`config.mk`:
```
export PLATFORM = sky130hd
export DESIGN_NAME = imm_gen_pipe
export DESIGN_NICKNAME = d
export VERILOG_FILES = /design/src/rtl/imm_pkg.sv /design/src/rtl/imm_decode.sv /design/src/rtl/imm_gen_pipe.sv
export SDC_FILE = /design/constraint.sdc
export NUM_CORES = 1
export LEC_CHECK = 0
export BUFFER_PORTS_ARGS = -buffer_cell sky130_fd_sc_hd__buf_2
export CORE_MARGIN = 4
export CORE_UTILIZATION = 59
export DETAILED_ROUTE_END_ITERATION = 7
export PLACE_DENSITY = 0.84
export SLEW_MARGIN = 10
export SYNTH_ARGS = -nofsm -noshare
export SYNTH_HDL_FRONTEND = slang
export SYNTH_HIERARCHICAL = 1
export SYNTH_SLANG_ARGS = --single-unit
```
`constraint.sdc`:
```
create_clock -name clk -period 3.3 [get_ports clk]
set_input_delay 0.66 -clock clk [delete_from_list [all_inputs] [get_ports clk]]
set_output_delay 0.66 -clock clk [all_outputs]
set_load 0.1 [all_outputs]
```
`src/rtl/imm_pkg.sv`:
```
// imm_pkg
//   Shared definitions for the immediate generator:
//   - imm_fmt_e : immediate format code returned alongside each result
//   - opcode localparams for the RV32I major opcodes the decoder recognises
package imm_pkg;

  typedef enum logic [2:0] {
    FMT_NONE = 3'd0,
    FMT_I    = 3'd1,
    FMT_S    = 3'd2,
    FMT_B    = 3'd3,
    FMT_U    = 3'd4,
    FMT_J    = 3'd5,
    FMT_CSR  = 3'd6
  } imm_fmt_e;

  localparam logic [6:0] OP_IMM   = 7'b0010011;
  localparam logic [6:0] LOAD     = 7'b0000011;
  localparam logic [6:0] JALR     = 7'b1100111;
  localparam logic [6:0] STORE    = 7'b0100011;
  localparam logic [6:0] BRANCH   = 7'b1100011;
  localparam logic [6:0] LUI      = 7'b0110111;
  localparam logic [6:0] AUIPC    = 7'b0010111;
  localparam logic [6:0] JAL      = 7'b1101111;
  localparam logic [6:0] SYSTEM   = 7'b1110011;
  localparam logic [6:0] OP       = 7'b0110011;
  localparam logic [6:0] MISC_MEM = 7'b0001111;

endpackage

```
`src/rtl/imm_decode.sv`:
```
// imm_decode
//   Purely combinational immediate decoder for one RV instruction word.
//   Parameters:
//     XLEN       - result width (32 or 64)
//     CSR_IMM_EN - 1: SYSTEM with funct3[2]=1 yields the zero-extended zimm
//   Ports:
//     instr   in  32   instruction word
//     imm     out XLEN extended immediate (0 for NONE / illegal)
//     fmt     out 3    immediate format
//     illegal out 1    opcode not recognised
module imm_decode
  import imm_pkg::*;
#(
  parameter int XLEN       = 32,
  parameter bit CSR_IMM_EN = 1'b1
) (
  input  logic [31:0]     instr,
  output logic [XLEN-1:0] imm,
  output imm_fmt_e        fmt,
  output logic            illegal
);

  logic [6:0]  opcode;
  logic [31:0] imm32;

  assign opcode = instr[6:0];

  // Only funct3[2] distinguishes the immediate CSR forms; the low funct3
  // bits play no part in immediate selection.
  logic unused_funct3;
  assign unused_funct3 = ^instr[13:12];

  // Every format is first assembled as a 32-bit value that is already
  // sign-extended to 32 bits. The zimm field is built with bit 31 clear,
  // so a single sign-extension to XLEN below also zero-extends it.
  always_comb begin
    imm32   = 32'd0;
    fmt     = FMT_NONE;
    illegal = 1'b0;
    case (opcode)
      OP_IMM, LOAD, JALR: begin
        imm32 = {{20{instr[31]}}, instr[31:20]};
        fmt   = FMT_I;
      end
      STORE: begin
        imm32 = {{20{instr[31]}}, instr[31:25], instr[11:7]};
        fmt   = FMT_S;
      end
      BRANCH: begin
        imm32 = {{19{instr[31]}}, instr[31], instr[7], instr[30:25],
                 instr[11:8], 1'b0};
        fmt   = FMT_B;
      end
      LUI, AUIPC: begin
        imm32 = {instr[31:12], 12'd0};
        fmt   = FMT_U;
      end
      JAL: begin
        imm32 = {{11{instr[31]}}, instr[31], instr[19:12], instr[20],
                 instr[30:21], 1'b0};
        fmt   = FMT_J;
      end
      SYSTEM: begin
        // funct3[2]=0 (ECALL/EBREAK/register CSR ops) carries no immediate.
        if (CSR_IMM_EN && instr[14]) begin
          imm32 = {27'd0, instr[19:15]};
          fmt   = FMT_CSR;
        end
      end
      OP, MISC_MEM: begin
        // Legal but immediate-free: keep the NONE defaults.
      end
      default: begin
        illegal = 1'b1;
      end
    endcase
  end

  assign imm = XLEN'($signed(imm32));

endmodule

```
`src/rtl/imm_gen_pipe.sv`:
```
// imm_gen_pipe
//   Pipelined immediate generator for the decode stage. One instruction per
//   cycle enters over a valid/ready handshake; the decoded immediate, format,
//   illegal flag and an opaque tag leave one cycle later. A main output
//   register plus a single skid register keep full throughput under
//   downstream backpressure while in_ready stays a pure register output.
//   Parameters:
//     XLEN       - immediate width, 32 or 64
//     TAG_W      - width of the pass-through tag
//     CSR_IMM_EN - enable zimm decoding for SYSTEM funct3 1xx
//   Ports:
//     clk         in  1     clock, rising edge
//     rst_n       in  1     synchronous active-low reset
//     flush       in  1     drop every buffered entry and the current input
//     in_valid    in  1     input valid
//     in_ready    out 1     input can be accepted (registered)
//     in_instr    in  32    instruction word
//     in_tag      in  TAG_W tag returned with the result
//     out_valid   out 1     result valid
//     out_ready   in  1     consumer takes the result
//     out_imm     out XLEN  extended immediate
//     out_fmt     out 3     imm_fmt_e format code
//     out_illegal out 1     opcode not recognised
//     out_tag     out TAG_W tag of the result
module imm_gen_pipe
  import imm_pkg::*;
#(
  parameter int XLEN       = 32,
  parameter int TAG_W      = 32,
  parameter bit CSR_IMM_EN = 1'b1
) (
  input  logic             clk,
  input  logic             rst_n,
  input  logic             flush,
  input  logic             in_valid,
  output logic             in_ready,
  input  logic [31:0]      in_instr,
  input  logic [TAG_W-1:0] in_tag,
  output logic             out_valid,
  input  logic             out_ready,
  output logic [XLEN-1:0]  out_imm,
  output imm_fmt_e         out_fmt,
  output logic             out_illegal,
  output logic [TAG_W-1:0] out_tag
);

  generate
    if (XLEN != 32 && XLEN != 64) begin : g_bad_xlen
      $error("imm_gen_pipe: XLEN must be 32 or 64");
    end
  endgenerate

  // One buffered result: everything the consumer sees for an instruction.
  typedef struct packed {
    logic [XLEN-1:0]  imm;
    imm_fmt_e         fmt;
    logic             illegal;
    logic [TAG_W-1:0] tag;
  } entry_t;

  // ---------------------------------------------------------------------
  // Decode sits entirely in front of the registers, so nothing on the
  // input side reaches out_* combinationally.
  // ---------------------------------------------------------------------
  logic [XLEN-1:0] dec_imm;
  imm_fmt_e        dec_fmt;
  logic            dec_illegal;

  imm_decode #(
    .XLEN       (XLEN),
    .CSR_IMM_EN (CSR_IMM_EN)
  ) u_decode (
    .instr   (in_instr),
    .imm     (dec_imm),
    .fmt     (dec_fmt),
    .illegal (dec_illegal)
  );

  entry_t in_entry;
  always_comb begin
    in_entry.imm     = dec_imm;
    in_entry.fmt     = dec_fmt;
    in_entry.illegal = dec_illegal;
    in_entry.tag     = in_tag;
  end

  // ---------------------------------------------------------------------
  // Buffer state
  // ---------------------------------------------------------------------
  logic   out_valid_reg,  out_valid_next;
  entry_t out_entry_reg,  out_entry_next;
  logic   skid_valid_reg, skid_valid_next;
  entry_t skid_entry_reg, skid_entry_next;
  logic   in_ready_reg,   in_ready_next;

  logic accept;
  logic fire;

  assign accept = in_valid && in_ready_reg && !flush;
  assign fire   = out_valid_reg && out_ready;

  always_comb begin
    out_valid_next  = out_valid_reg;
    out_entry_next  = out_entry_reg;
    skid_valid_next = skid_valid_reg;
    skid_entry_next = skid_entry_reg;

    if (flush) begin
      // Flush beats both accept and fire; payload registers keep their
      // stale contents since the valid bits are what matter.
      out_valid_next  = 1'b0;
      skid_valid_next = 1'b0;
    end else if (fire) begin
      if (skid_valid_reg) begin
        // The skid entry is older than anything at the input, and no
        // input can be accepted while it is full (in_ready_reg is low).
        out_entry_next  = skid_entry_reg;
        skid_valid_next = 1'b0;
      end else if (accept) begin
        out_entry_next = in_entry;
      end else begin
        out_valid_next = 1'b0;
      end
    end else if (accept) begin
      if (!out_valid_reg) begin
        out_valid_next = 1'b1;
        out_entry_next = in_entry;
      end else begin
        // Output stalled: park the new result in the skid register.
        skid_valid_next = 1'b1;
        skid_entry_next = in_entry;
      end
    end

    // Registering !skid_valid_next makes in_ready equal to !skid_valid on
    // every cycle without any path from out_ready.
    in_ready_next = !skid_valid_next;
  end

  always_ff @(posedge clk) begin
    if (!rst_n) begin
      out_valid_reg  <= 1'b0;
      out_entry_reg  <= '0;
      skid_valid_reg <= 1'b0;
      skid_entry_reg <= '0;
      in_ready_reg   <= 1'b1;
    end else begin
      out_valid_reg  <= out_valid_next;
      out_entry_reg  <= out_entry_next;
      skid_valid_reg <= skid_valid_next;
      skid_entry_reg <= skid_entry_next;
      in_ready_reg   <= in_ready_next;
    end
  end

  assign in_ready    = in_ready_reg;
  assign out_valid   = out_valid_reg;
  assign out_imm     = out_entry_reg.imm;
  assign out_fmt     = out_entry_reg.fmt;
  assign out_illegal = out_entry_reg.illegal;
  assign out_tag     = out_entry_reg.tag;

endmodule

```
---- Word level (Yosys, flattened, before mapping) ----
Index checks and enable logic that the tools add are counted.
operators by class
  eq/ne operators ......................... 14
  multiplexer cells ....................... 18
  bitwise operators ....................... 3
  reduce and logical (&&, ||, !) cells .... 14
operator list
  kind                                                                     count
  68-bit two-way mux                                                       5
  32-bit one-hot mux with 6 select lines                                   1
  7-bit equality test, second input constant                               4
  7-bit by 6-bit equality test with 1-bit output, second input constant    3
  3-bit one-hot mux with 6 select lines                                    1
  7-bit by 5-bit equality test with 1-bit output, second input constant    2
  11-bit OR reduction                                                      1
  1-bit two-way mux                                                        9
  4-bit AND reduction                                                      2
  7-bit by 2-bit equality test with 1-bit output, second input constant    1
  7-bit by 4-bit equality test with 1-bit output, second input constant    1
  5-bit two-way mux                                                        1
  2-bit inequality test, second input constant                             2
  2-bit nonzero test                                                       2
  2-bit OR reduction                                                       2
  1-bit logical AND                                                        3
  3-bit two-way mux                                                        1
  1-bit NOT                                                                3
  3-bit AND reduction                                                      1
  3-bit OR reduction                                                       1
  1-bit logical NOT                                                        2
  2-bit by 1-bit inequality test with 1-bit output, second input constant  1
storage, ports and cells
  register bits ........................... 139
  bits of input ports ..................... 69
  output and inout port bits .............. 70
  word-level logic and storage cells ...... 60

---- Longest topological paths before layout ----
  depth in word-level cells ............... 6
  gate-level depth with buffers ........... 8
  mapped depth without buffers ............ 6

---- Modules after synthesis ----
Netlist, hierarchy kept.
modules (own cells, without submodules)
  module        times used  cells each  area an instance (sq um)
  imm_gen_pipe  1           646         5,997.0
  imm_decode    1           84          599.3

---- Least setup slack after synthesis ----
OpenSTA, ideal clock, no wires.
  kind .................................... register to register
  from .................................... reg out_valid_reg, in the netlist out_valid
  to ...................................... reg out_entry_reg, in the netlist out_fmt[0]
  data arrival time ....................... 2.108 ns
  data required time ...................... 3.219 ns
  setup slack ............................. 1.110 ns
  cell stages (with the launch flop) ...... 8
  buffers on the path ..................... 4
  period minus slack after synthesis ...... 2.190 ns
  path through ............................ dfxtp_1 buf_6 a22o_1 clkbuf_2 buf_2 buf_2 a31oi_1 a211oi_2
on the way
  word-level cells in the longest chain between the ends .. 3
  elaborated cells between the ends (all ways) .. 5
RTL lines
  element                                                                                                         RTL line             source
  from (decl)                                                                                                     imm_gen_pipe.sv:90   logic out_valid_reg, out_valid_next;
  from (signal assigned)                                                                                          imm_gen_pipe.sv:148  out_valid_reg <= out_valid_next;
  1-bit logical AND                                                                                               imm_gen_pipe.sv:100  assign fire = out_valid_reg && out_ready;
  2-bit by 1-bit inequality test with 1-bit output (no source line) / 2-bit nonzero test (equally long branches)  n/a
  4-bit AND reduction (no source line)                                                                            n/a
  to (signal assigned)                                                                                            imm_gen_pipe.sv:149  out_entry_reg <= out_entry_next;
  to (decl)                                                                                                       imm_gen_pipe.sv:91   entry_t out_entry_reg, out_entry_next;
Parallel ways exist; a longest one is shown, timed or not.
A chain may end at the register's enable or synchronous reset.

---- Final worst setup path ----
  from .................................... reg out_valid_reg, in the netlist out_valid
  to ...................................... out out_valid
RTL lines
  element    RTL line            source
  to (decl)  imm_gen_pipe.sv:39  output logic out_valid,
No word-level cell between the ends.

==> impl_metrics.csv <==
group,metric,value,unit
cts,post_cts_buffers,0,
timing,hold_ws,0.393,ns
critical_path,cpMaxStageDelayCell,"dfxtp_1",
final_layout,final_core_util,0.708,
yosys,syn_avg_cell_area,9.04,um2
timing,final-hold-violation-count,0,
power,p_leak,0.00348,uW
yosys,synthDistinctLibCells,48,
yosys,synth_seq_cells,139,
yosys,synthFlopType,"dfxtp_1",
final_layout,drive_gt1_frac,0.259,
timing,slew_violations,0,
floorplanning,num_rows,38,
critical_path,cpLargestDelayFamily,"flip-flops",
timing,fmax,0.448,GHz
route,antenna_left,0,
yosys,synth_xor_area_frac,0,
yosys,synth-async-reset-ratio,0,
final_layout,largest_register_ffs,68,
route,routed-via-count,6306,
cts,insertion_delay,0.52,ns
timing,period_share,0.676,
job,max-cap-violations,0,
timing,setup-violations-final,0,
final_layout,layout_common_cells,"dfxtp_1, buf_2, a21oi_1, mux2i_1, nand3_1",
yosys,synthSimpleGateAreaFrac,0.0912,
floorplanning,die-area,12900,um2
timing,period_needed,2.23,ns
floorplanning,dieHeight,114,um
route,first_pass_iters,5,
grt,antenna_found_initial,1,
grt,grt_max_degree,69,
critical_path,crit_chain,"buf_2",
cts,cts_buffers,17,
final_layout,area_delta_synth_final,16.9,%
power,total_power,4290,uW
critical_path,critPathArrivalTime,1.57,ns
grt,grt_pass1_wl,30300,um
yosys,synth_top_family_by_area,"compound AO/OA/AOI/OAI gates",
yosys,synth_area_leaders,"dfxtp_1, mux2i_1, a31oi_1",
route,drc_errors,0,
timing,worstMarginPinSlew,0.857,ns
yosys,netlist_instances,730,
grt,overflow,0,
yosys,muxShareOfSynthArea,0.106,
floorplanning,start_util,0.606,
yosys,synth_edf_count,0,
critical_path,critPathLaunchType,"register",
critical_path,slowest_delay,0.53,ns
critical_path,critPathRequiredTime,2.64,ns
yosys,synth-seq-area-share,0.422,
cts,clk_transition_reported_paths,0.06,ns
run_status,status,"finished clean",
route,viasPerCell,6.56,
final_layout,final_common_cell,"dfxtp_1",
floorplanning,io_pins,139,
power,vdd_drop_max,0.000436,V
critical_path,critical_path_class,"reg2out",
route,drtIter0Drc,792,
yosys,syn_nets,799,
yosys,synthDominantCellAreaShare,0.422,
yosys,synth-compound-area-share,0.315,
power,pwr_density_cell,556,nW/um2
cts,ctsHoldBuffers,0,
final_layout,fin_cells,962,
cts,cts_tree,"built",
placed_design,post-place-cells,930,
placed_design,port_buffers,138,
timing,maxSlewHeadroom,0.428,
cts,clock-sinks,139,
yosys,synth_fa_ha_area_frac,0,
critical_path,cp_max_fo,10,
yosys,synth_area,6600,um2
yosys,yosys.area.top_type,"dfxtp_1",
grt,grt_pass1_vias,5931,
timing,finClkSkew,0.00519,ns
cts,cts-htree-levels,4,
worst_hold_path,hold_path_class,"in2reg",
cts,cts-root-buf,"clkbuf_8",
final_layout,final_nets,878,
floorplanning,core-area,10900,um2
timing,rsz0062_at_grt,"no",
grt,track_usage,0.287,
route,wirelength,18900,um
cts,clk_path_buf_depth,2,
timing,setup_tns,0,ns
placed_design,gp_congestion,0.937,
floorplanning,fp.dieW,114,um
route,wl_per_cell,19.6,um
placed_design,place_hpwl,11400,um
cts,cts_resized,0,
yosys,yosysWarningCount,6,
critical_path,worst-path-buf-inv,1,
critical_path,end_kind,"output port",
-- final timing paths --
kind,to,from,slack (ns),depth (start not counted)
worst min register to register,skid_entry_reg[37]$_SDFFE_PN0P_,skid_entry_reg[37]$_SDFFE_PN0P_,0.47,2
worst max-delay path,out_valid,out_valid$_SDFFE_PP0P_,1.07,1
worst max register to register,out_imm[27]$_SDFFE_PN0P_,out_valid$_SDFFE_PP0P_,1.23,4
worst min-delay path,skid_entry_reg[1]$_SDFFE_PN0P_,in_tag[1],0.39,3
-- layout make-up --
class                      count  area [um2]
antenna                        1        2.50
clock buffer                  23         477
clock inverter                 8        43.8
fill                         820        3170
inverter                       4        20.0
multi-input combinational    498        3400
sequential                   139        2780
tap                          140         175
timing repair buffer         149         811
-- through the flow --
| step | cell area, um2 | setup slack [ns] |
|---|---|---|
| 6_report | 7710 | 1.07 |
| 5_1_grt | 7710 | 1.02 |
| 4_1_cts | 7710 | 1.04 |
| 3_5_place_dp | 7190 | 0.742 |
| 3_3_place_gp | 7190 | 0.873 |
| 2_1_floorplan | 6600 | 1.11 |
-- cells in the mapped netlist (2+ instances only) --
| cell type | instances |
|---|---|
| a211oi_1 | 49 |
| a211oi_2 | 21 |
| a21o_1 | 23 |
| a21oi_1 | 73 |
| a22o_1 | 5 |
| a31oi_1 | 69 |
| and2_1 | 7 |
| and3_1 | 2 |
| buf_1 | 3 |
| buf_2 | 19 |
| buf_4 | 5 |
| buf_6 | 5 |
| clkbuf_1 | 56 |
| dfxtp_1 | 139 |
| inv_1 | 3 |
| mux2i_1 | 70 |
| nand2_1 | 6 |
| nand2b_1 | 3 |
| nand3_1 | 71 |
| nor2_1 | 3 |
| nor2b_1 | 2 |
| o21ai_0 | 65 |
| o21ai_1 | 6 |
-- power by group --
| part | internal [uW] | leakage, uW | total [uW] | switching, uW |
|---|---|---|---|---|
| sequential | 1740 | 0.00113 | 1780 | 38.1 |
| combinational | 164 | 0.00209 | 826 | 663 |
| clock | 990 | 0.000267 | 1690 | 695 |
-- kinds of logic (layout without fill, tap and decap cells) --
logic type / Yosys count / in the layout
simple gates: 108 / 108
buf+inv: 93 / 184
mux: 70 / 70
flops: 139 / 139
other cells: 0 / 1
compound gates: 320 / 320
-- layer usage --
metal | vias up | track usage | share of wire
met5 | - | 0 | 0.00053
li1 | 2928 | - | -
met2 | 297 | 0.453 | 0.48
met1 | 3049 | 0.389 | 0.42
met3 | 30 | 0.0610 | 0.083
met4 | 2 | 0.105 | 0.016
Power figures use the tool's default switching activity.
